### src/rtl/sam_mem_pkg.sv
// Shared types and sizing helpers for the sam_rv32i data-memory responder.
package sam_mem_pkg;

  // Default number of 32-bit words in the data memory.
  localparam int DM_WORDS = 32;

  // One response as it travels through the latency pipeline and the FIFO.
  typedef struct packed {
    logic        we;
    logic        err;
    logic [31:0] data;
  } rsp_rec_t;

  // One latency-pipeline stage: a response record plus its occupancy bit.
  typedef struct packed {
    logic     valid;
    rsp_rec_t rec;
  } pipe_ent_t;

  // Width of a counter that must hold every value from 0 to fifo_depth.
  function automatic int cnt_w(input int fifo_depth);
    return $clog2(fifo_depth + 1);
  endfunction

endpackage

### src/rtl/sam_dmem_resp_if.sv
// Load/store port between the core (master) and the data-memory responder (slave).
//
// Handshake rules, identical on both channels:
//   - A transfer happens on a rising clk edge where valid and ready are both 1.
//   - The sender holds valid and its payload until that transfer completes.
//   - req_ready comes from registered credit state only, never from req_valid or rsp_ready.
//   - rsp_valid/rsp_we/rsp_err/rsp_rdata are held stable while rsp_valid=1 and rsp_ready=0.
interface sam_dmem_resp_if;
  logic        req_valid;
  logic        req_ready;
  logic        req_we;
  logic [31:0] req_addr;
  logic [31:0] req_wdata;
  logic        rsp_valid;
  logic        rsp_ready;
  logic [31:0] rsp_rdata;
  logic        rsp_err;
  logic        rsp_we;

  modport master (
    output req_valid, req_we, req_addr, req_wdata, rsp_ready,
    input  req_ready, rsp_valid, rsp_rdata, rsp_err, rsp_we
  );

  modport slave (
    input  req_valid, req_we, req_addr, req_wdata, rsp_ready,
    output req_ready, rsp_valid, rsp_rdata, rsp_err, rsp_we
  );
endinterface

### src/rtl/sam_rsp_fifo.sv
// Synchronous response FIFO. The caller's credit scheme keeps it from
// overflowing, so a push is always taken; a pop on an empty FIFO is ignored.
// The head reads as all-zero while the FIFO is empty.
module sam_rsp_fifo
  import sam_mem_pkg::*;
#(
  parameter int  FIFO_DEPTH = 4,
  parameter type rec_t      = rsp_rec_t
) (
  input  logic clk,
  input  logic rst_n,
  input  logic push,
  input  rec_t push_data,
  input  logic pop,
  output rec_t head,
  output logic empty,
  output logic full
);

  localparam int PW = (FIFO_DEPTH > 1) ? $clog2(FIFO_DEPTH) : 1;
  localparam int CW = cnt_w(FIFO_DEPTH);

  rec_t          buf_q [FIFO_DEPTH];
  rec_t          buf_d [FIFO_DEPTH];
  logic [PW-1:0] wr_ptr_q, wr_ptr_d;
  logic [PW-1:0] rd_ptr_q, rd_ptr_d;
  logic [CW-1:0] count_q, count_d;
  logic          pop_ok;

  function automatic logic [PW-1:0] ptr_inc(input logic [PW-1:0] p);
    if (p == PW'(FIFO_DEPTH - 1)) return '0;
    return p + PW'(1);
  endfunction

  assign empty  = (count_q == '0);
  assign full   = (count_q == CW'(FIFO_DEPTH));
  assign pop_ok = pop & ~empty;
  assign head   = empty ? rec_t'('0) : buf_q[rd_ptr_q];

  // Next-state: write at the tail on push, advance the head on pop.
  always_comb begin
    buf_d    = buf_q;
    wr_ptr_d = wr_ptr_q;
    rd_ptr_d = rd_ptr_q;
    if (push) begin
      buf_d[wr_ptr_q] = push_data;
      wr_ptr_d        = ptr_inc(wr_ptr_q);
    end
    if (pop_ok) rd_ptr_d = ptr_inc(rd_ptr_q);
    count_d = count_q + CW'(push) - CW'(pop_ok);
  end

  // State registers; reset empties the FIFO and clears the storage.
  always_ff @(posedge clk or negedge rst_n) begin
    if (!rst_n) begin
      for (int i = 0; i < FIFO_DEPTH; i++) buf_q[i] <= '0;
      wr_ptr_q <= '0;
      rd_ptr_q <= '0;
      count_q  <= '0;
    end else begin
      buf_q    <= buf_d;
      wr_ptr_q <= wr_ptr_d;
      rd_ptr_q <= rd_ptr_d;
      count_q  <= count_d;
    end
  end

endmodule

### src/rtl/sam_dmem_resp.sv
// Data-memory responder: performs the access when a request is accepted,
// carries the result through a fixed LATENCY pipeline into a response FIFO,
// and limits outstanding requests to FIFO_DEPTH with a credit counter.
module sam_dmem_resp
  import sam_mem_pkg::*;
#(
  parameter int DEPTH      = DM_WORDS,
  parameter int LATENCY    = 2,
  parameter int FIFO_DEPTH = 4
) (
  input  logic                             clk,
  input  logic                             RN,
  sam_dmem_resp_if.slave                   bus,
  output logic [cnt_w(FIFO_DEPTH)-1:0]     dbg_in_flight,
  output logic                             dbg_fifo_full
);

  localparam int AW = (DEPTH > 1) ? $clog2(DEPTH) : 1;
  localparam int CW = cnt_w(FIFO_DEPTH);

  logic [31:0]   mem_q [DEPTH];
  logic [31:0]   mem_d [DEPTH];
  pipe_ent_t     pipe_q [LATENCY];
  pipe_ent_t     pipe_d [LATENCY];
  logic [CW-1:0] in_flight_q, in_flight_d;

  logic          accept;
  logic          pop;
  logic          in_range;
  logic [AW-1:0] idx;
  rsp_rec_t      stage0;
  rsp_rec_t      head;
  logic          fifo_empty;
  logic          fifo_full;

  assign in_range      = (bus.req_addr < 32'(DEPTH));
  assign idx           = bus.req_addr[AW-1:0];
  // Every pipeline and FIFO entry holds a credit, so capping in_flight at
  // FIFO_DEPTH is what makes the FIFO unable to overflow.
  assign bus.req_ready = (in_flight_q < CW'(FIFO_DEPTH));
  assign accept        = bus.req_valid & bus.req_ready;
  assign pop           = bus.rsp_valid & bus.rsp_ready;

  // Store path: out-of-range stores are dropped.
  always_comb begin
    mem_d = mem_q;
    if (accept && in_range && bus.req_we) mem_d[idx] = bus.req_wdata;
  end

  // Response record formed at acceptance; the read sees all earlier stores.
  always_comb begin
    stage0.we   = bus.req_we;
    stage0.err  = ~in_range;
    stage0.data = '0;
    if (in_range && !bus.req_we) stage0.data = mem_q[idx];
  end

  // Latency pipeline: stage 0 captures the request, later stages shift.
  always_comb begin
    pipe_d[0].valid = accept;
    pipe_d[0].rec   = accept ? stage0 : rsp_rec_t'('0);
    for (int i = 1; i < LATENCY; i++) pipe_d[i] = pipe_q[i-1];
  end

  // Credits: +1 on acceptance, -1 on response handshake.
  always_comb begin
    in_flight_d = in_flight_q + CW'(accept) - CW'(pop);
  end

  // State registers; reset clears memory, pipeline and credits.
  always_ff @(posedge clk or negedge RN) begin
    if (!RN) begin
      for (int i = 0; i < DEPTH; i++)   mem_q[i]  <= '0;
      for (int i = 0; i < LATENCY; i++) pipe_q[i] <= '0;
      in_flight_q <= '0;
    end else begin
      mem_q       <= mem_d;
      pipe_q      <= pipe_d;
      in_flight_q <= in_flight_d;
    end
  end

  sam_rsp_fifo #(
    .FIFO_DEPTH (FIFO_DEPTH),
    .rec_t      (rsp_rec_t)
  ) u_fifo (
    .clk       (clk),
    .rst_n     (RN),
    .push      (pipe_q[LATENCY-1].valid),
    .push_data (pipe_q[LATENCY-1].rec),
    .pop       (pop),
    .head      (head),
    .empty     (fifo_empty),
    .full      (fifo_full)
  );

  assign bus.rsp_valid = ~fifo_empty;
  assign bus.rsp_we    = head.we;
  assign bus.rsp_err   = head.err;
  assign bus.rsp_rdata = head.data;

  assign dbg_in_flight = in_flight_q;
  assign dbg_fifo_full = fifo_full;

endmodule
### src/flat_wrapper.sv
// flat-port wrapper written by rule: the top's interface ports become plain ports
module sam_dmem_resp_flat import sam_mem_pkg::*;
#(
  parameter int DEPTH      = DM_WORDS,
  parameter int LATENCY    = 2,
  parameter int FIFO_DEPTH = 4
)
  (clk, RN, dbg_in_flight, dbg_fifo_full, bus_req_valid, bus_req_we, bus_req_addr, bus_req_wdata, bus_rsp_ready, bus_req_ready, bus_rsp_valid, bus_rsp_rdata, bus_rsp_err, bus_rsp_we);
  sam_dmem_resp_if bus_i ();
  input  logic clk;
  input  logic RN;
  output logic [cnt_w(FIFO_DEPTH)-1:0] dbg_in_flight;
  output logic dbg_fifo_full;
  input wire logic [$bits(bus_i.req_valid)-1:0] bus_req_valid;
  input wire logic [$bits(bus_i.req_we)-1:0] bus_req_we;
  input wire logic [$bits(bus_i.req_addr)-1:0] bus_req_addr;
  input wire logic [$bits(bus_i.req_wdata)-1:0] bus_req_wdata;
  input wire logic [$bits(bus_i.rsp_ready)-1:0] bus_rsp_ready;
  output wire logic [$bits(bus_i.req_ready)-1:0] bus_req_ready;
  output wire logic [$bits(bus_i.rsp_valid)-1:0] bus_rsp_valid;
  output wire logic [$bits(bus_i.rsp_rdata)-1:0] bus_rsp_rdata;
  output wire logic [$bits(bus_i.rsp_err)-1:0] bus_rsp_err;
  output wire logic [$bits(bus_i.rsp_we)-1:0] bus_rsp_we;
  assign bus_i.req_valid = bus_req_valid;
  assign bus_i.req_we = bus_req_we;
  assign bus_i.req_addr = bus_req_addr;
  assign bus_i.req_wdata = bus_req_wdata;
  assign bus_i.rsp_ready = bus_rsp_ready;
  assign bus_req_ready = bus_i.req_ready;
  assign bus_rsp_valid = bus_i.rsp_valid;
  assign bus_rsp_rdata = bus_i.rsp_rdata;
  assign bus_rsp_err = bus_i.rsp_err;
  assign bus_rsp_we = bus_i.rsp_we;
  sam_dmem_resp #(.DEPTH(DEPTH), .LATENCY(LATENCY), .FIFO_DEPTH(FIFO_DEPTH)) u_core (.clk(clk), .RN(RN), .bus(bus_i), .dbg_in_flight(dbg_in_flight), .dbg_fifo_full(dbg_fifo_full));
endmodule
### config.mk
export PLATFORM = sky130hd
export DESIGN_NAME = sam_dmem_resp_flat
export DESIGN_NICKNAME = d
export VERILOG_FILES = /design/src/rtl/sam_mem_pkg.sv /design/src/rtl/sam_dmem_resp_if.sv /design/src/rtl/sam_rsp_fifo.sv /design/src/rtl/sam_dmem_resp.sv /design/src/flat_wrapper.sv
export SDC_FILE = /design/constraint.sdc
export NUM_CORES = 2
export LEC_CHECK = 0
export CAP_MARGIN = 20
export CORE_UTILIZATION = 65
export CTS_BUF_LIST = sky130_fd_sc_hd__clkbuf_4
export DETAILED_ROUTE_END_ITERATION = 12
export GPL_ROUTABILITY_DRIVEN = 0
export MAX_ROUTING_LAYER = met4
export PLACE_DENSITY = 0.86
export SLEW_MARGIN = 20
export SYNTH_ARGS = -nofsm -noshare
export SYNTH_HDL_FRONTEND = slang
export SYNTH_HIERARCHICAL = 1
export SYNTH_SLANG_ARGS = --single-unit
### constraint.sdc
create_clock -name clk -period 8.4 [get_ports clk]
set_input_delay 2.52 -clock clk [delete_from_list [all_inputs] [get_ports clk]]
set_output_delay 2.52 -clock clk [all_outputs]
set_load 0.01 [all_outputs]
==> key figures <==
Yosys
  • Cells after Synth: 3536
  • Fraction of registers with async set/reset: 1.00
  • Synth warn: 6
  • Syn avg cell area: roughly 16 um2
  • Syn Nets: 3616
  • Ys flop type: dfrtp_1
  • Yosys reg bits: around 1200
  • Post-synth EDFFs: 0
  • Register area share after synthesis: 0.554
  • Synth Cell Area: ~56000 um2
  • Synth unique cells: 55

Finish
  • Area grow syn2layout: 9.42%
  • # nets final: roughly 3800
  • Fraction of layout cells with a size suffix above 1: 0.478
  • Fill cell count: around 5200

STA
  • Pins Over Slew Limit: 0
  • Final setup viols: 0
  • Final hold slack: approximately 0.32 ns
  • Period utilization: 0.715
  • RSZ-0062 raised after global routing: false
  • Setup total negative slack: 0 ns
  • Slew @ Worst Pin: 1.19 ns
  • Fmax: ~170 MHz
  • Min Clock Period, post-route: approximately 6.0 ns
  • Slew HR: 0.201
  • Final Hold Vio Count: 0
  • Setup Skew: between 0.1 and 0.15 ns

Setup path
  • Worst Setup End Kind: output port
  • Worst Path Buf+Inv: 2
  • Worst path top cell family by delay: buffers and inverters
  • Worst Path Required: a little under 6 ns
  • Worst-path cell chain: buf_4 > mux4_1 > and2_1 > clkdlybuf4s50_1
  • Worst Path Max Fanout: 37
  • Worst Path Arrival: 3.49 ns
  • Worst path max stage delay: about 0.64 ns
  • Crit start category: flip-flop
  • CP Class: reg -> out
  • Critical-path top delay cell: mux4_1

Route
  • Avg WL per Cell: ~28 um
  • Via count: ~33000
  • DRC: 0
  • Vias/cell: 6.57
  • DR iter-0 viols: roughly 3100
  • TritonRoute pass-1 iters: 5
  • Detailed-route wire length: roughly 140000 um
  • Post-route ant nets: 0

Power and ir drop
  • Leak Pwr: ~31 nW
  • Sequential share of power: 0.510
  • Total power: roughly 12 mW
  • Gate power share: 0.081
  • Peak supply drop: 0.235 mV
  • Switching power: 3.03 mW
  • Clock power frac: 0.408
  • Power density over the cells: 194 nW/um2
  • Cell-internal power: 8.86 mW
  • Sw frac: 0.255

Global routing
  • Largest net degree at the start of global routing: 183
  • Overall routing resource usage: 0.348
  • Gr ovfl total: 0
  • Initial antenna violation count: 9
  • Global-route wire length before repair: around 220000 um
  • Vias in the first global route: roughly 37000

Floorplan
  • Die area: about 87000 um2
  • FP Rows: around 110
  • Initial Utilization: 0.657
  • Overall die height: approximately 300 um
  • I/O pin count: ~110
  • Die W: 296 um
  • Core area: about 85000 um2

Clock network
  • Setup Buffers After CTS: 0
  • Post-CTS Resized: 0
  • CTS tree: yes
  • Clock transition at path regs: ~0.080 ns
  • CTS sink cnt: roughly 1200
  • Root Buffer: clkbuf_4
  • Max Buffers Root-to-Sink: 4
  • Htree depth: 5
  • Cts hold-fix bufs: 0
  • Worst skew pair latency: between 1 and 1.5 ns
  • CTS buffer count: roughly 330

Run
  • Max-cap viol count: 0

Outcome
  • Outcome: completed

Hold path
  • Hold crit path type: reg -> reg

Place
  • HPWL after DPL: 84600 um
  • Port Buf Inserts: 108
-- sequential cells by signal, indices dropped and copies added, names as in the netlist --
signal,cells
u_core/pipe_d,35
u_core/dbg_in_flight,3
u_core/mem_q,1024
u_core/u_fifo/rd_ptr_q,2
u_core/u_fifo/buf_q,136
u_core/u_fifo/wr_ptr_q,2
u_core/pipe_q,35
u_core/u_fifo/count_q,3
-- final timing paths --
kind / cells past startpoint / start / slack (ns) / end
worst max-delay path: 4 / u_core/u_fifo/rd_ptr_q[0]$_DFFE_PN0P_ / 2.39 / bus_rsp_rdata[3]
worst min-delay path: 0 / u_core/pipe_d[23]$_DFF_PN0_ / 0.32 / u_core/pipe_q[23]$_DFF_PN0_
worst max register to register: 7 / u_core/dbg_in_flight[2]$_DFF_PN0_ / 4.92 / u_core/mem_q[1023]$_DFFE_PN0P_
worst min register to register: 0 / u_core/pipe_d[23]$_DFF_PN0_ / 0.32 / u_core/pipe_q[23]$_DFF_PN0_
max in group asynchronous: 2 / RN / 5.39 / u_core/mem_q[729]$_DFFE_PN0P_
min in group asynchronous: 1 / RN / 1.44 / u_core/u_fifo/buf_q[130]$_DFFE_PN0P_
-- Yosys cell counts (all sizes together) (3+ instances only) --
master	n	share of area
dfrtp	1240	0.55
mux2	1173	0.24
mux4	227	0.092
buf	188	0.024
clkbuf	143	0.0096
mux2i	141	0.025
a22oi	60	0.0080
nor4	53	0.014
nand2	38	0.0025
and2	36	0.0040
o211ai	30	0.0040
nor2	27	0.0018
o22ai	25	0.0028
o22a	19	0.0030
a2111oi	18	0.0040
inv	16	0.0011
o21a	11	0.0015
nor2b	10	0.0011
ha	9	0.0020
nor3	8	0.00071
o21ai	7	0.00063
nand3	5	0.00045
a211oi	4	0.00054
nand2b	4	0.00045
nor4bb	4	0.00071
a22o	3	0.00047
a32oi	3	0.00047
and4b	3	0.00054
nor3b	3	0.00040
or2	3	0.00033
xnor2	3	0.00047
-- metrics by stage --
| step | worst slack (ns) | cells | cell area (um2) | utilization |
|---|---|---|---|---|
| 2_1_floorplan | 3.96 | 3536 | 56000 | - |
| 3_3_place_gp | 2.08 | 4552 | 57600 | 0.675 |
| 3_5_place_dp | 2.02 | 4552 | 57600 | 0.676 |
| 4_1_cts | 2.29 | 5071 | 61300 | 0.719 |
| 5_1_grt | 2.21 | 5079 | 61300 | 0.719 |
| 6_report | 2.39 | 5083 | 61300 | 0.719 |
-- per-layer routing --
layer | GRT usage | routed length [um]
met5 | - | 0
met2 | 0.535 | 68500
met4 | 0.158 | 5770
met3 | 0.0842 | 12600
met1 | 0.442 | 54600
-- cell usage in the layout (no fill, tap or decap), types with 5 or more instances in the layout --
cell type,n
diode_2,9
nor4_1,20
o21ai_0,7
nor4_4,33
mux4_2,221
mux2_1,141
buf_4,84
a2111oi_2,9
inv_2,5
mux4_1,6
o211ai_1,30
buf_12,12
ha_1,9
inv_1,16
a22oi_1,60
dfrtp_1,1239
clkinv_1,66
a2111oi_1,8
o22a_1,19
mux2i_1,141
buf_2,14
nand2_1,37
clkdlybuf4s50_1,90
mux2_2,1032
o21a_1,11
o22ai_1,25
nor3_1,8
clkinv_2,9
clkbuf_4,433
nor2b_1,9
nor2_1,27
and2_1,36
-- power groups by stage --
stage / clock (mW) / combinational [mW] / sequential, mW
4_1_cts: 4.95 / 0.976 / 6.07
5_1_grt: 5.29 / 1.04 / 6.07
2_1_floorplan: 0 / 0.621 / 6.16
6_report: 4.85 / 0.968 / 6.07
3_3_place_gp: 0 / 0.930 / 6.17
3_5_place_dp: 0 / 0.969 / 6.18
-- cell families after synthesis --
| kind of cell | synth area share |
|---|---|
| flip-flops | 0.554 |
| AO/OA/AOI/OAI | 0.0261 |
| adder cells (fa/ha/maj) | 0.00272 |
| XOR/XNOR | 0.000625 |
| AND/OR/NAND/NOR | 0.0291 |
| buffers and inverters | 0.0351 |
| multiplexers | 0.353 |
-- cell type report --
cell class	count	area, um2	area share
inverters	16	60.1	0.000979
clock inverters	86	447	0.00728
repair buffers	206	1930	0.0315
flip-flops and latches	1240	31000	0.506
well taps	1144	1430	0.0233
clock buffers	433	3250	0.0530
diodes	9	22.5	0.000367
multi-input cells	1949	23100	0.377
Note: power is estimated with default switching activity, not from simulation.
